`src/rtl/uart_rx_sipo.sv`:
```
// UART serial-in/parallel-out receiver: start, 8 data bits LSB first, parity, stop.
// The line is oversampled by OVERSAMPLE baud_clk ticks per bit and sampled mid-bit.
module uart_rx_sipo #(
    parameter int OVERSAMPLE = 16,
    parameter bit PARITY_ODD = 1'b0
) (
    input  logic       baud_clk,
    input  logic       rst,
    input  logic       data_rx,
    output logic [7:0] data_out,
    output logic       data_valid,
    output logic       parity_error,
    output logic       framing_error,
    output logic       active_flag,
    output logic       done_flag
);

    localparam int CW = $clog2(OVERSAMPLE);
    localparam logic [CW-1:0] HALF_END = CW'(OVERSAMPLE / 2 - 1);
    localparam logic [CW-1:0] FULL_END = CW'(OVERSAMPLE - 1);

    typedef enum logic [2:0] {IDLE, START, DATA, PARITY, STOP, WAIT_HIGH} state_e;

    state_e        state_q, state_d;
    logic          sync1_q, rx_s_q;
    logic [CW-1:0] cnt_q, cnt_d;
    logic [2:0]    idx_q, idx_d;
    logic [7:0]    shift_q, shift_d;
    logic          p_rx_q, p_rx_d;
    logic [7:0]    data_q, data_d;
    logic          valid_q, valid_d;
    logic          perr_q, perr_d;
    logic          ferr_q, ferr_d;

    always_ff @(posedge baud_clk or posedge rst) begin
        if (rst) begin
            sync1_q <= 1'b1;
            rx_s_q  <= 1'b1;
            state_q <= IDLE;
            cnt_q   <= '0;
            idx_q   <= '0;
            shift_q <= '0;
            p_rx_q  <= 1'b0;
            data_q  <= '0;
            valid_q <= 1'b0;
            perr_q  <= 1'b0;
            ferr_q  <= 1'b0;
        end else begin
            sync1_q <= data_rx;
            rx_s_q  <= sync1_q;
            state_q <= state_d;
            cnt_q   <= cnt_d;
            idx_q   <= idx_d;
            shift_q <= shift_d;
            p_rx_q  <= p_rx_d;
            data_q  <= data_d;
            valid_q <= valid_d;
            perr_q  <= perr_d;
            ferr_q  <= ferr_d;
        end
    end

    always_comb begin
        state_d = state_q;
        cnt_d   = cnt_q + 1'b1;
        idx_d   = idx_q;
        shift_d = shift_q;
        p_rx_d  = p_rx_q;
        data_d  = data_q;
        valid_d = 1'b0;
        perr_d  = perr_q;
        ferr_d  = ferr_q;
        case (state_q)
            IDLE: begin
                cnt_d = '0;
                if (!rx_s_q) state_d = START;
            end
            START: begin
                // Mid-start-bit recheck rejects glitches shorter than half a bit
                if (cnt_q == HALF_END) begin
                    cnt_d   = '0;
                    idx_d   = '0;
                    state_d = rx_s_q ? IDLE : DATA;
                end
            end
            DATA: begin
                if (cnt_q == FULL_END) begin
                    cnt_d   = '0;
                    shift_d = {rx_s_q, shift_q[7:1]};
                    idx_d   = idx_q + 1'b1;
                    if (idx_q == 3'd7) state_d = PARITY;
                end
            end
            PARITY: begin
                if (cnt_q == FULL_END) begin
                    cnt_d   = '0;
                    p_rx_d  = rx_s_q;
                    state_d = STOP;
                end
            end
            STOP: begin
                if (cnt_q == FULL_END) begin
                    cnt_d   = '0;
                    data_d  = shift_q;
                    perr_d  = p_rx_q ^ (^shift_q) ^ PARITY_ODD;
                    ferr_d  = ~rx_s_q;
                    valid_d = 1'b1;
                    state_d = rx_s_q ? IDLE : WAIT_HIGH;
                end
            end
            WAIT_HIGH: begin
                // A held-low break must go high before another start is accepted
                cnt_d = '0;
                if (rx_s_q) state_d = IDLE;
            end
            default: begin
                cnt_d   = '0;
                state_d = IDLE;
            end
        endcase
    end

    always_comb begin
        active_flag = (state_q == START) || (state_q == DATA) ||
                      (state_q == PARITY) || (state_q == STOP);
        done_flag   = ~active_flag;
    end

    assign data_out      = data_q;
    assign data_valid    = valid_q;
    assign parity_error  = perr_q;
    assign framing_error = ferr_q;

endmodule

```
`config.mk`:
```
export PLATFORM = sky130hd
export DESIGN_NAME = uart_rx_sipo
export DESIGN_NICKNAME = d
export VERILOG_FILES = /design/src/rtl/uart_rx_sipo.sv
export SDC_FILE = /design/constraint.sdc
export NUM_CORES = 1
export LEC_CHECK = 0
export BUFFER_PORTS_ARGS = -buffer_cell sky130_fd_sc_hd__buf_4
export CAP_MARGIN = 5
export CORE_AREA = 2 2 76 78
export CTS_CLUSTER_SIZE = 30
export DETAILED_ROUTE_END_ITERATION = 12
export DIE_AREA = 0 0 78 80
export GPL_TIMING_DRIVEN = 0
export SLEW_MARGIN = 20
export SYNTH_ARGS = -nofsm -noshare
export SYNTH_HDL_FRONTEND = slang
export SYNTH_SLANG_ARGS = --single-unit
```
`constraint.sdc`:
```
create_clock -name baud_clk -period 2.2 [get_ports baud_clk]
set_clock_uncertainty 0.2 [all_clocks]
set_input_delay 0.33 -clock baud_clk [delete_from_list [all_inputs] [get_ports baud_clk]]
set_output_delay 0.33 -clock baud_clk [all_outputs]
set_load 0.05 [all_outputs]
```
**Yosys cells after proc, flatten, opt, wreduce, memory -nomap -nowiden**

Index checks and enable logic that the tools add are counted.

- Word-level logic and storage cells: 61
- Output and inout bits: 13
- Input bits: 3
- Register bits after elaboration: 32

- Bitwise gates (word level): 3
- Mux-type cells: 18
- $add $sub $neg: 2
- Reduce and logical (&&, ||, !) cells: 12
- Equality and inequality tests: 15

Operators by type and width:

| cell | number |
|---|---|
| $mux 3 | 10 |
| $pmux 3 s6 | 1 |
| $ne 2x2->1 const B | 7 |
| $eq 3x3->1 const B | 3 |
| $mux 4 | 2 |
| $pmux 4 s2 | 1 |
| $reduce_xor 8->1 | 1 |
| $reduce_and 7->1 | 1 |
| $eq 3x2->1 const B | 2 |
| $pmux 3 s2 | 1 |
| $reduce_and 2->1 | 3 |
| $add 4x1->4 const B | 1 |
| $eq 4x3->1 const B | 1 |
| $eq 4x4->1 const B | 1 |
| $add 3x1->3 const B | 1 |
| $eq 3x1->1 const B | 1 |
| $logic_not 3->1 | 1 |
| $logic_or 1x1->1 | 3 |
| $reduce_and 3->1 | 1 |
| $reduce_or 3->1 | 1 |
| $mux 1 | 2 |
| $mux 2 | 1 |
| $not 1->1 | 2 |
| $reduce_bool 2->1 | 1 |
| $xor 1x1->1 | 1 |

**Depth between registers and ports, before layout**

Gate-level depths: netlist (run 1).

- Word-level depth: 5
- Depth in mapped cells: 8
- Gate-level depth less buffers: 5

**Worst setup path after synthesis (run 1)**

Ideal clock, no wire load.

- Path type: register to output
- Start point: register state_q[1]
- End point: output done_flag
- Path buffers: 0
- Slack: -281 ps
- Data required time: 1,670 ps
- Arrival time: 1,951 ps
- Stages on the path, launching flop included: 4
- Cells stage by stage: dfrtp_1 -> nor2_1 -> xnor2_1 -> inv_1

- Word-level cells in the longest chain between the ends: 5
- Elaborated cells between the ends (all ways): 8
- Classes of those cells: eq/ne: 4; bitwise: 1; reduce/logical: 3

RTL lines:

| item | RTL line | text |
|---|---|---|
| start, declared | 24 | `state_e state_q, state_d;` |
| start signal, assigned | 51 | `state_q <= state_d;` |
| $eq 3x1->1 / $eq 3x2->1 (equally long branches) | 124 | `active_flag = (state_q == START) \|\| (state_q == DATA) \|\|` |
| $logic_or 1x1->1 (2 in a row) | 124 |  |
| $logic_or 1x1->1 (*) | 125 | `(state_q == PARITY) \|\| (state_q == STOP);` |
| named net active_flag | 14 | `output logic active_flag,` |
| $not 1->1 (*) | 126 | `done_flag = ~active_flag;` |
| end, declared | 15 | `output logic done_flag` |

The timed path passes the listed nets; every way through them passes the cells marked *.

**Worst setup path after layout (run 1)**

- Start point: register state_q[1]
- End point: output done_flag

- Word-level cells in the longest chain between the ends: 5
- Elaborated cells between the ends (all ways): 8
- Classes of those cells: eq/ne: 4; bitwise: 1; reduce/logical: 3

RTL lines:

| item | RTL line |
|---|---|
| $eq 3x1->1 / $eq 3x2->1 (equally long branches) | 124 |
| $logic_or 1x1->1 (2 in a row) | 124 |
| $logic_or 1x1->1 (*) | 125 |
| $not 1->1 (*) | 126 |

Mark *: on every way between the ends. The rest lies on a longest branch, timed or not.

==> results of run 1 <==
worst paths after layout:
kind / to / start / depth (start not counted) / slack, ns
max: done_flag / state_q[1]$_DFFE_PP0P_ / 4 / 0.11
min: rx_s_q$_DFF_PP1_ / sync1_q$_DFF_PP1_ / 0 / 0.16
max reg2reg: data_out[3]$_DFFE_PP0P_ / cnt_q[0]$_DFF_PP0_ / 7 / 0.22
min reg2reg: rx_s_q$_DFF_PP1_ / sync1_q$_DFF_PP1_ / 0 / 0.16
max in group asynchronous: parity_error$_DFFE_PP0P_ / rst / 3 / 0.84
min in group asynchronous: cnt_q[1]$_DFF_PP0_ / rst / 3 / 0.53
cell families after synthesis:
| logic type | count (synthesis) | synth area share |
|---|---|---|
| flops | 32 | 0.506 |
| mux | 20 | 0.152 |
| simple gates | 32 | 0.121 |
| xor+xnor | 10 | 0.0638 |
| compound gates | 20 | 0.0764 |
| buf+inv | 14 | 0.0575 |
| fa+ha+maj | 3 | 0.0236 |
power by group:
group / internal [mW] / switching, mW / total [mW]
sequential: 0.654 / 0.0542 / 0.709
clock: 0.222 / 0.202 / 0.424
combinational: 0.232 / 0.312 / 0.544
state kept, by name, summed over array words and instances, names as in the netlist:
register / count
idx_q: 3
parity_error: 1
sync1_q: 1
shift_q: 8
data_out: 8
data_valid: 1
rx_s_q: 1
p_rx_q: 1
state_q: 3
cnt_q: 4
framing_error: 1
area by class of cell:
cell class / count / area (um^2)
flip-flops and latches: 32 / 803
clock inverters: 1 / 5.00
repair buffers: 17 / 133
multi-input cells: 85 / 701
inverters: 5 / 18.8
clock buffers: 7 / 76.3
plain buffers: 9 / 72.6
well taps: 72 / 90.1
fillers: 560 / 3510
Yosys cell counts, types with 2 or more instances:
master,number
nor3b_1,3
mux2_4,5
o21a_1,2
nand2_1,8
buf_6,3
buf_4,4
nor2_1,6
and3_1,2
ha_1,3
dfrtp_1,30
mux2i_1,2
mux2_2,13
dfstp_2,2
xnor2_1,7
o21ai_0,8
xor2_1,2
a31oi_1,2
inv_1,5
nor3_1,3
a21oi_1,3
layer usage:
| metal | track usage | wire, um |
|---|---|---|
| met1 | 0.122 | 1290 |
| met2 | 0.153 | 1270 |
| met3 | 0.0204 | 82 |
| met4 | 0.0316 | 24 |
| met5 | 0 | 0 |
layout by cell type, fill, tap and decap left out, types with 2 or more instances in the layout:
cell | synthesis | routed
dlygate4sd3_1 | 0 | 2
and3_1 | 2 | 2
mux2_4 | 5 | 5
buf_4 | 4 | 19
a31oi_1 | 2 | 2
xnor2_1 | 7 | 6
mux2_2 | 13 | 13
nand2_1 | 8 | 8
nor2_1 | 6 | 6
mux2i_1 | 2 | 2
dfrtp_1 | 30 | 30
a21oi_1 | 3 | 3
inv_1 | 5 | 4
buf_6 | 3 | 3
nor3b_1 | 3 | 3
ha_1 | 3 | 3
o21a_1 | 2 | 2
clkbuf_8 | 0 | 5
xor2_1 | 2 | 2
nor3_1 | 3 | 3
o21ai_0 | 8 | 8
dfstp_2 | 2 | 2
clkbuf_1 | 1 | 3
what timing repair did:
item | 4_1_cts | 5_1_grt
endpoints found under the setup margin | 0 | 0
hold buffers | 2 | 0
endpoints found under the hold margin | 31 | 0
per-stage QoR:
step | hold slack, ns | utilization | std cells | power [mW] | setup slack, ns
CTS | 0.158 | 0.351 | 228 | 1.70 | 0.100
global placement | 0.147 | 0.333 | 218 | 1.26 | 0.234
detailed placement | 0.149 | 0.333 | 218 | 1.27 | 0.223
global route | 0.164 | 0.351 | 228 | 1.80 | 0.0329
floorplan | 0.134 | - | 131 | 1.15 | 0.158
finish | 0.157 | 0.351 | 228 | 1.68 | 0.109
critical path, delay by kind of cell, from the launching register on:
kind / cells / cell delay [ns]
flip-flops: 1 / 0.44
AND/OR/NAND/NOR: 1 / 0.39
buffers and inverters: 2 / 0.27
XOR/XNOR: 1 / 0.19
==> metrics.yaml, run 1 <==
die:
  ios: 16
  die_width_um: 78
  coreArea_um2: 5410
  die-area_um2: 6240
  die_h_um: 80
  placementRows: 27
  initial_core_util: 0.294
worst_hold_path:
  hold_path_class: "reg -> reg"
synth:
  synth_top_area_cell: "dfrtp_1"
  ys_types: 38
  yosysSeqAreaShare: 0.506
  async_flop_share: 1.00
  ys.warnings.count: 0
  synth_area_leaders: "dfrtp_1 (47%), mux2_2 (9.2%), mux2_4 (4.7%)"
  syn_area_per_cell_um2: 12.1
  synth_edf_count: 0
  ys_ff_latch: 32
  synthesis.area_um2: 1590
  yosysTopAreaCellShare: 0.473
  synth_cells: 131
  syn_nets: 137
  synth-main-ff-cell: "dfrtp_1"
pwr:
  p_per_area_nw_per_um2: 882
  leakage_nw: 0.930
  peakVddDrop_mv: 0.519
clock_tree:
  insertion_delay_ns: 0.27
  clk_path_buf_depth: 2
  numCtsBuffers: 5
  clock-root-buffer: "clkbuf_8"
  cts.clk_slew.worst_paths_ns: 0.06
  cts_tree: "done"
  cts_setup_buffers: 0
  htreeDepth: 2
  ctsResizeCount: 0
  cts_num_sinks: 32
detailed_routing:
  antenna_left: 0
  viasPerCell: 4.36
  drtIter0Drc: 20
  wl_per_cell_um: 11.7
  num_vias: 993
  drt-total-wl_um: 2670
  dr.pass1.iters: 4
  drc: 0
worst_setup_path:
  critPathLaunchType: "register"
  endpoint_kind: "output pin"
  max_stage_delay_ns: 0.44
  worstPathCellList: "nor2_1 > xnor2_2 > inv_1 > buf_4"
  path_class: "reg -> out"
  crit_arrival_ns: 1.56
  slowest_stage: "dfrtp_1"
  cp.required_ns: 1.67
  crit_fanout: 5
global_routing:
  first_global_vias: 992
  grt_pass1_wl_um: 4660
  grtUsageTotal: 0.0931
  grt_max_degree: 33
  antenna_found_initial: 0
  overflow: 0
sta:
  finalCritPeriodShare: 0.950
  min_period_ns: 2.09
  rsz0062_at_grt: "false"
  slew_viol_final: 0
  setup_violations: 0
  slew-limit-headroom: 0.561
  hold_viol: 0
  setup-tns-final_ns: 0
  fmax_mhz: 478
  worstMarginPinSlew_ns: 0.657
placement:
  place_area_um2: 1800
  gp_congestion: 0.770
  port_buffers: 15
  post-dp-hpwl_um: 1870
job:
  drv_cap: 0
cells_and_area:
  fin_nets: 161
  fin_area_um2: 1900
  drive_gt1_frac: 0.353
  antennaDiodeCount: 0
  syn_to_final_growth_pct: 19.6
status:
  status: "finished clean"
No activity file was read; power rests on OpenSTA's default activity.
==> run 2: changes to the inputs <==
--- a/config.mk
+++ b/config.mk
@@ -5,6 +5,7 @@
 export SDC_FILE = /design/constraint.sdc
 export NUM_CORES = 1
 export LEC_CHECK = 0
+export ABC_AREA = 1
 export BUFFER_PORTS_ARGS = -buffer_cell sky130_fd_sc_hd__buf_4
 export CAP_MARGIN = 5
 export CORE_AREA = 2 2 76 78
==> metrics.yaml, run 2 <==
synth:
  async_flop_share: 1.00
  synthesis.area_um2: 1560
  yosysTopAreaCellShare: 0.481
  yosysSeqAreaShare: 0.514
  syn_nets: 174
  syn_area_per_cell_um2: 9.29
  synth_area_leaders: "dfrtp_1 (48%), nand2_1 (12%), inv_1 (4.1%)"
  ys_ff_latch: 32
  synth_most_common_cell: "nand2_1"
  synth_cells: 168
  synth_edf_count: 0
  ys.warnings.count: 0
  ys_types: 28
  synth-main-ff-cell: "dfrtp_1"
  synth_top_area_cell: "dfrtp_1"
  ys_top_cells_by_count: "nand2_1 (48), dfrtp_1 (30), inv_1 (17)"
worst_setup_path:
  slowest_stage: "dfrtp_1"
  cp.required_ns: 1.67
  crit_family: "buffers and inverters"
  worstPathCellList: "bufinv_8 > nand3_2 > o21ai_2 > inv_1 > nand2_1 > inv_2 > buf_4"
  cp_num_buf_inv: 4
  max_stage_delay_ns: 0.40
  reg2reg_depth: 8
  crit_arrival_ns: 1.54
  r2r-end: "state_q[2]$_DFFE_PP0P_"
  critPathLaunchType: "register"
  path_class: "reg -> out"
  r2r-start: "cnt_q[0]$_DFF_PP0_"
  r2r_slack_ns: 0.51
  crit_fanout: 7
  endpoint_kind: "output pin"
sta:
  min_period_ns: 2.07
  fmax_mhz: 483
  setup-tns-final_ns: 0
  rsz0062_at_grt: "false"
  finalCritPeriodShare: 0.940
  hold_viol: 0
  setup_violations: 0
  worstMarginPinSlew_ns: 0.660
  slew_viol_final: 0
  slew-limit-headroom: 0.559
global_routing:
  grt_use_met1: 0.133
  met2_usage: 0.153
  use_met3: 0.0305
  grtUsageTotal: 0.103
  first_global_vias: 1085
  grt_max_degree: 33
  busiest_layer: "met2"
  overflow: 0
  grt_pass1_wl_um: 4920
  antenna_found_initial: 0
cells_and_area:
  final_common_cell: "nand2_1"
  fillers: 578
  syn_to_final_growth_pct: 19.5
  drive_gt1_frac: 0.254
  layout_common_cells: "nand2_1 (48), dfrtp_1 (30), inv_1 (16), buf_4 (15), nand3_1 (11)"
  antennaDiodeCount: 0
  fin_area_um2: 1870
  fin_nets: 198
die:
  initial_core_util: 0.289
  die-area_um2: 6240
  placementRows: 27
  die_width_um: 78
  coreArea_um2: 5410
  die_h_um: 80
  ios: 16
detailed_routing:
  drt-total-wl_um: 2750
  dr.pass1.iters: 4
  drtIter0Drc: 30
  num_vias: 1141
  wl_per_cell_um: 10.4
  drc: 0
  viasPerCell: 4.31
  antenna_left: 0
clock_tree:
  cts_tree: "done"
  numCtsBuffers: 5
  insertion_delay_ns: 0.28
  clock-root-buffer: "clkbuf_8"
  clk_path_buf_depth: 2
  cts_num_sinks: 32
  htreeDepth: 2
  cts.clk_slew.worst_paths_ns: 0.06
pwr:
  seqPwrFrac: 0.415
  leakage_nw: 0.949
  p_per_area_nw_per_um2: 904
  power.share.switching: 0.374
  p_int_mw: 1.06
  netSwitchingPower_uw: 630
  p_comb_frac: 0.330
  peakVddDrop_mv: 0.267
  power_frac_clock: 0.255
job:
  drv_cap: 0
worst_hold_path:
  hold_depth: 0
  whs_endpoint: "rx_s_q$_DFF_PP1_"
  hold_path_class: "reg -> reg"
  hp-start: "sync1_q$_DFF_PP1_"
placement:
  place_area_um2: 1760
  post-dp-hpwl_um: 1950
  gp_congestion: 0.719
  port_buffers: 15
status:
  status: "finished clean"
==> run 2: layout make-up <==
| cell class | count | area, um^2 | share of cell area |
|---|---|---|---|
| inverters | 23 | 100 | 0.0537 |
| clock inverters | 1 | 5.00 | 0.00268 |
| well taps | 72 | 90.1 | 0.0483 |
| clock buffers | 7 | 76.3 | 0.0409 |
| plain buffers | 2 | 16.3 | 0.00872 |
| multi-input cells | 111 | 642 | 0.344 |
| repair buffers | 17 | 133 | 0.0711 |
| flip-flops and latches | 32 | 803 | 0.431 |
==> run 2: cells by family after synthesis <==
| logic type | Yosys count | synth area share |
|---|---|---|
| buffers and inverters | 25 | 0.0745 |
| flip-flops | 32 | 0.514 |
| XOR/XNOR | 5 | 0.0280 |
| adder cells (fa/ha/maj) | 3 | 0.0240 |
| AND/OR/NAND/NOR | 77 | 0.236 |
| AO/OA/AOI/OAI | 25 | 0.115 |
| multiplexers | 1 | 0.00721 |
==> run 2: power groups by stage <==
stage	combinational, mW	sequential (mW)	clock (mW)
2_1_floorplan	0.450	0.699	0
3_3_place_gp	0.551	0.708	0
3_5_place_dp	0.554	0.711	0
4_1_cts	0.562	0.700	0.451
5_1_grt	0.614	0.708	0.480
6_report	0.556	0.700	0.430
==> run 2: worst max-delay path by stage <==
stage	from	to	slack [ns]	cells after the start
after global placement	state_q[1]$_DFFE_PP0P_	done_flag	0.43	7
after floorplan	state_q[1]$_DFFE_PP0P_	done_flag	0.20	6
final	state_q[1]$_DFFE_PP0P_	done_flag	0.13	7
after detailed placement	state_q[1]$_DFFE_PP0P_	done_flag	0.42	7
after CTS	state_q[1]$_DFFE_PP0P_	done_flag	0.11	7
after global routing	state_q[1]$_DFFE_PP0P_	done_flag	0.04	7
==> run 2: repair_timing <==
action,in CTS,in global routing
endpoints found under the hold margin,31,0
resized for setup,0,0
hold buffers,2,0
buffers inserted,0,0
==> run 2: per-layer routing <==
layer	wire, um	part of all wire
met5	0	0
met4	74	0.027
met3	98	0.036
met2	1190	0.43
met1	1390	0.50
==> run 2: worst register-to-register path, stage by stage, from the launching register on <==
cell and delay (ns):
dfrtp_1 0.37, ha_1 0.26, nand2_1 0.07, nor2_1 0.18, nor2_4 0.08, a21oi_4 0.21, nand2_2 0.10, nand2_1 0.06
nand2_1 0.05
==> run 2: stage by stage <==
stage,util,cells,hold WS (ns),power (mW),worst slack (ns)
after global routing,0.345,265,0.165,1.80,0.0389
after detailed placement,0.326,255,0.148,1.26,0.423
after floorplan,-,168,0.134,1.15,0.200
after CTS,0.345,265,0.157,1.71,0.109
final,0.345,265,0.156,1.69,0.132
after global placement,0.326,255,0.146,1.26,0.425
==> run 3: changes to the inputs <==
--- a/config.mk
+++ b/config.mk
@@ -8,10 +8,10 @@
 export ABC_AREA = 1
 export BUFFER_PORTS_ARGS = -buffer_cell sky130_fd_sc_hd__buf_4
 export CAP_MARGIN = 5
-export CORE_AREA = 2 2 76 78
+export CORE_AREA = 2 2 66 68
 export CTS_CLUSTER_SIZE = 30
 export DETAILED_ROUTE_END_ITERATION = 12
-export DIE_AREA = 0 0 78 80
+export DIE_AREA = 0 0 68 70
 export GPL_TIMING_DRIVEN = 0
 export SLEW_MARGIN = 20
 export SYNTH_ARGS = -nofsm -noshare
==> metrics.yaml, run 3 (same netlist as run 2, synthesis figures left out) <==
clock_tree:
  cts_tree: "done"
  cts_num_sinks: 32
  numCtsBuffers: 5
  cts.clk_slew.worst_paths_ns: 0.07
  insertion_delay_ns: 0.29
  clk_path_buf_depth: 2
  htreeDepth: 2
  clock-root-buffer: "clkbuf_8"
die:
  die_h_um: 70
  die_width_um: 68
  ios: 16
  initial_core_util: 0.377
  coreArea_um2: 4140
  die-area_um2: 4760
  placementRows: 24
worst_hold_path:
  whs_endpoint: "rx_s_q$_DFF_PP1_"
  hold_path_class: "reg -> reg"
  hp-start: "sync1_q$_DFF_PP1_"
  hold_depth: 0
cells_and_area:
  fillers: 427
  final_cells: 245
  final_common_cell: "nand2_1"
  fin_area_um2: 1870
  syn_to_final_growth_pct: 19.6
  drive_gt1_frac: 0.259
  layout_common_cells: "nand2_1 (48), dfrtp_1 (30), inv_1 (16), buf_4 (15), nand3_1 (11)"
  fin_nets: 198
  antennaDiodeCount: 0
  final_core_util: 0.450
pwr:
  power_mw: 1.81
  peakVddDrop_mv: 1.03
  p_per_area_nw_per_um2: 968
  leakage_nw: 0.962
placement:
  place_inst: 235
  post-place-ws_ns: 0.428
  port_buffers: 15
  place_area_um2: 1740
  post-dp-hpwl_um: 1940
  gp_congestion: 0.813
sta:
  setup-tns-final_ns: 0
  rsz0062_at_grt: "false"
  hold_ws_ns: 0.159
  slew-limit-headroom: 0.561
  fin_ws_ns: 0.125
  setup_violations: 0
  slew_viol_final: 0
  fmax_mhz: 482
  min_period_ns: 2.07
  finalCritPeriodShare: 0.943
  hold_viol: 0
  worstMarginPinSlew_ns: 0.658
worst_setup_path:
  r2r_slack_ns: 0.53
  critPathLaunchType: "register"
  crit_fanout: 7
  crit_arrival_ns: 1.54
  path_class: "reg -> out"
  endpoint_kind: "output pin"
  r2r-end: "shift_q[6]$_DFFE_PP0P_"
  reg2reg_depth: 5
  cp.required_ns: 1.67
  r2r-start: "cnt_q[0]$_DFF_PP0_"
detailed_routing:
  drtIter0Drc: 28
  drt-total-wl_um: 2750
  drc: 0
  antenna_left: 0
  dr.pass1.iters: 4
  num_vias: 1112
  wl_per_cell_um: 11.2
  viasPerCell: 4.54
status:
  status: "finished clean"
global_routing:
  antenna_found_initial: 0
  grt_pass1_wl_um: 4640
  grtUsageTotal: 0.132
  first_global_vias: 1090
  overflow: 0
  grt_max_degree: 33
job:
  drv_cap: 0
-- run 3: changes by cell type in the layout (fill, tap and decap cells not counted), sizes merged --
cell	before	now
clkbuf	7	6
bufinv	1	2
-- run 3: repair_timing --
item	in CTS	in global routing
hold buffers	2	0
resized for setup	0	0
setup buffers	0	0
hold endpoints to repair	31	0
-- run 3: how the worst max path moves through the flow --
stage                                 startpoint        end  slack (ns)  cells after the start
after floorplan           state_q[1]$_DFFE_PP0P_  done_flag        0.20                      6
after global placement    state_q[1]$_DFFE_PP0P_  done_flag        0.43                      7
after detailed placement  state_q[1]$_DFFE_PP0P_  done_flag        0.43                      7
after CTS                 state_q[1]$_DFFE_PP0P_  done_flag        0.11                      7
after global routing      state_q[1]$_DFFE_PP0P_  done_flag        0.03                      7
final                     state_q[1]$_DFFE_PP0P_  done_flag        0.13                      7
-- run 3: power breakdown --
group / internal, mW / total (mW) / leakage (nW) / switching (mW)
Sequential: 0.644 / 0.699 / 0.435 / 0.0545
Combinational: 0.190 / 0.552 / 0.473 / 0.361
Clock: 0.336 / 0.556 / 0.0552 / 0.220
-- run 3: worst max-delay path: stages, from the launching register on --
cell and delay [ns]:
dfrtp_1 0.40, bufinv_8 0.21, nand3_2 0.11, o21ai_2 0.11
inv_1 0.09, nand2_1 0.10, inv_2 0.05, buf_4 0.18
-- run 3: routing by layer --
| layer | vias to the layer above | wire length (um) | track usage |
|---|---|---|---|
| met2 | 24 | 1350 | 0.211 |
| li1 | 586 | - | - |
| met3 | 4 | 107 | 0.0435 |
| met5 | - | 0 | 0 |
| met4 | 0 | 38 | 0.0667 |
| met1 | 498 | 1250 | 0.155 |
-- run 3: area by class of cell --
cell class / count / area (um^2) / share of cell area
flip-flops and latches: 32 / 803 / 0.430
multi-input cells: 111 / 642 / 0.344
repair buffers: 17 / 133 / 0.0710
inverters: 23 / 100 / 0.0536
clock buffers: 6 / 72.6 / 0.0389
well taps: 52 / 65.1 / 0.0349
clock inverters: 2 / 35.0 / 0.0188
plain buffers: 2 / 16.3 / 0.00871
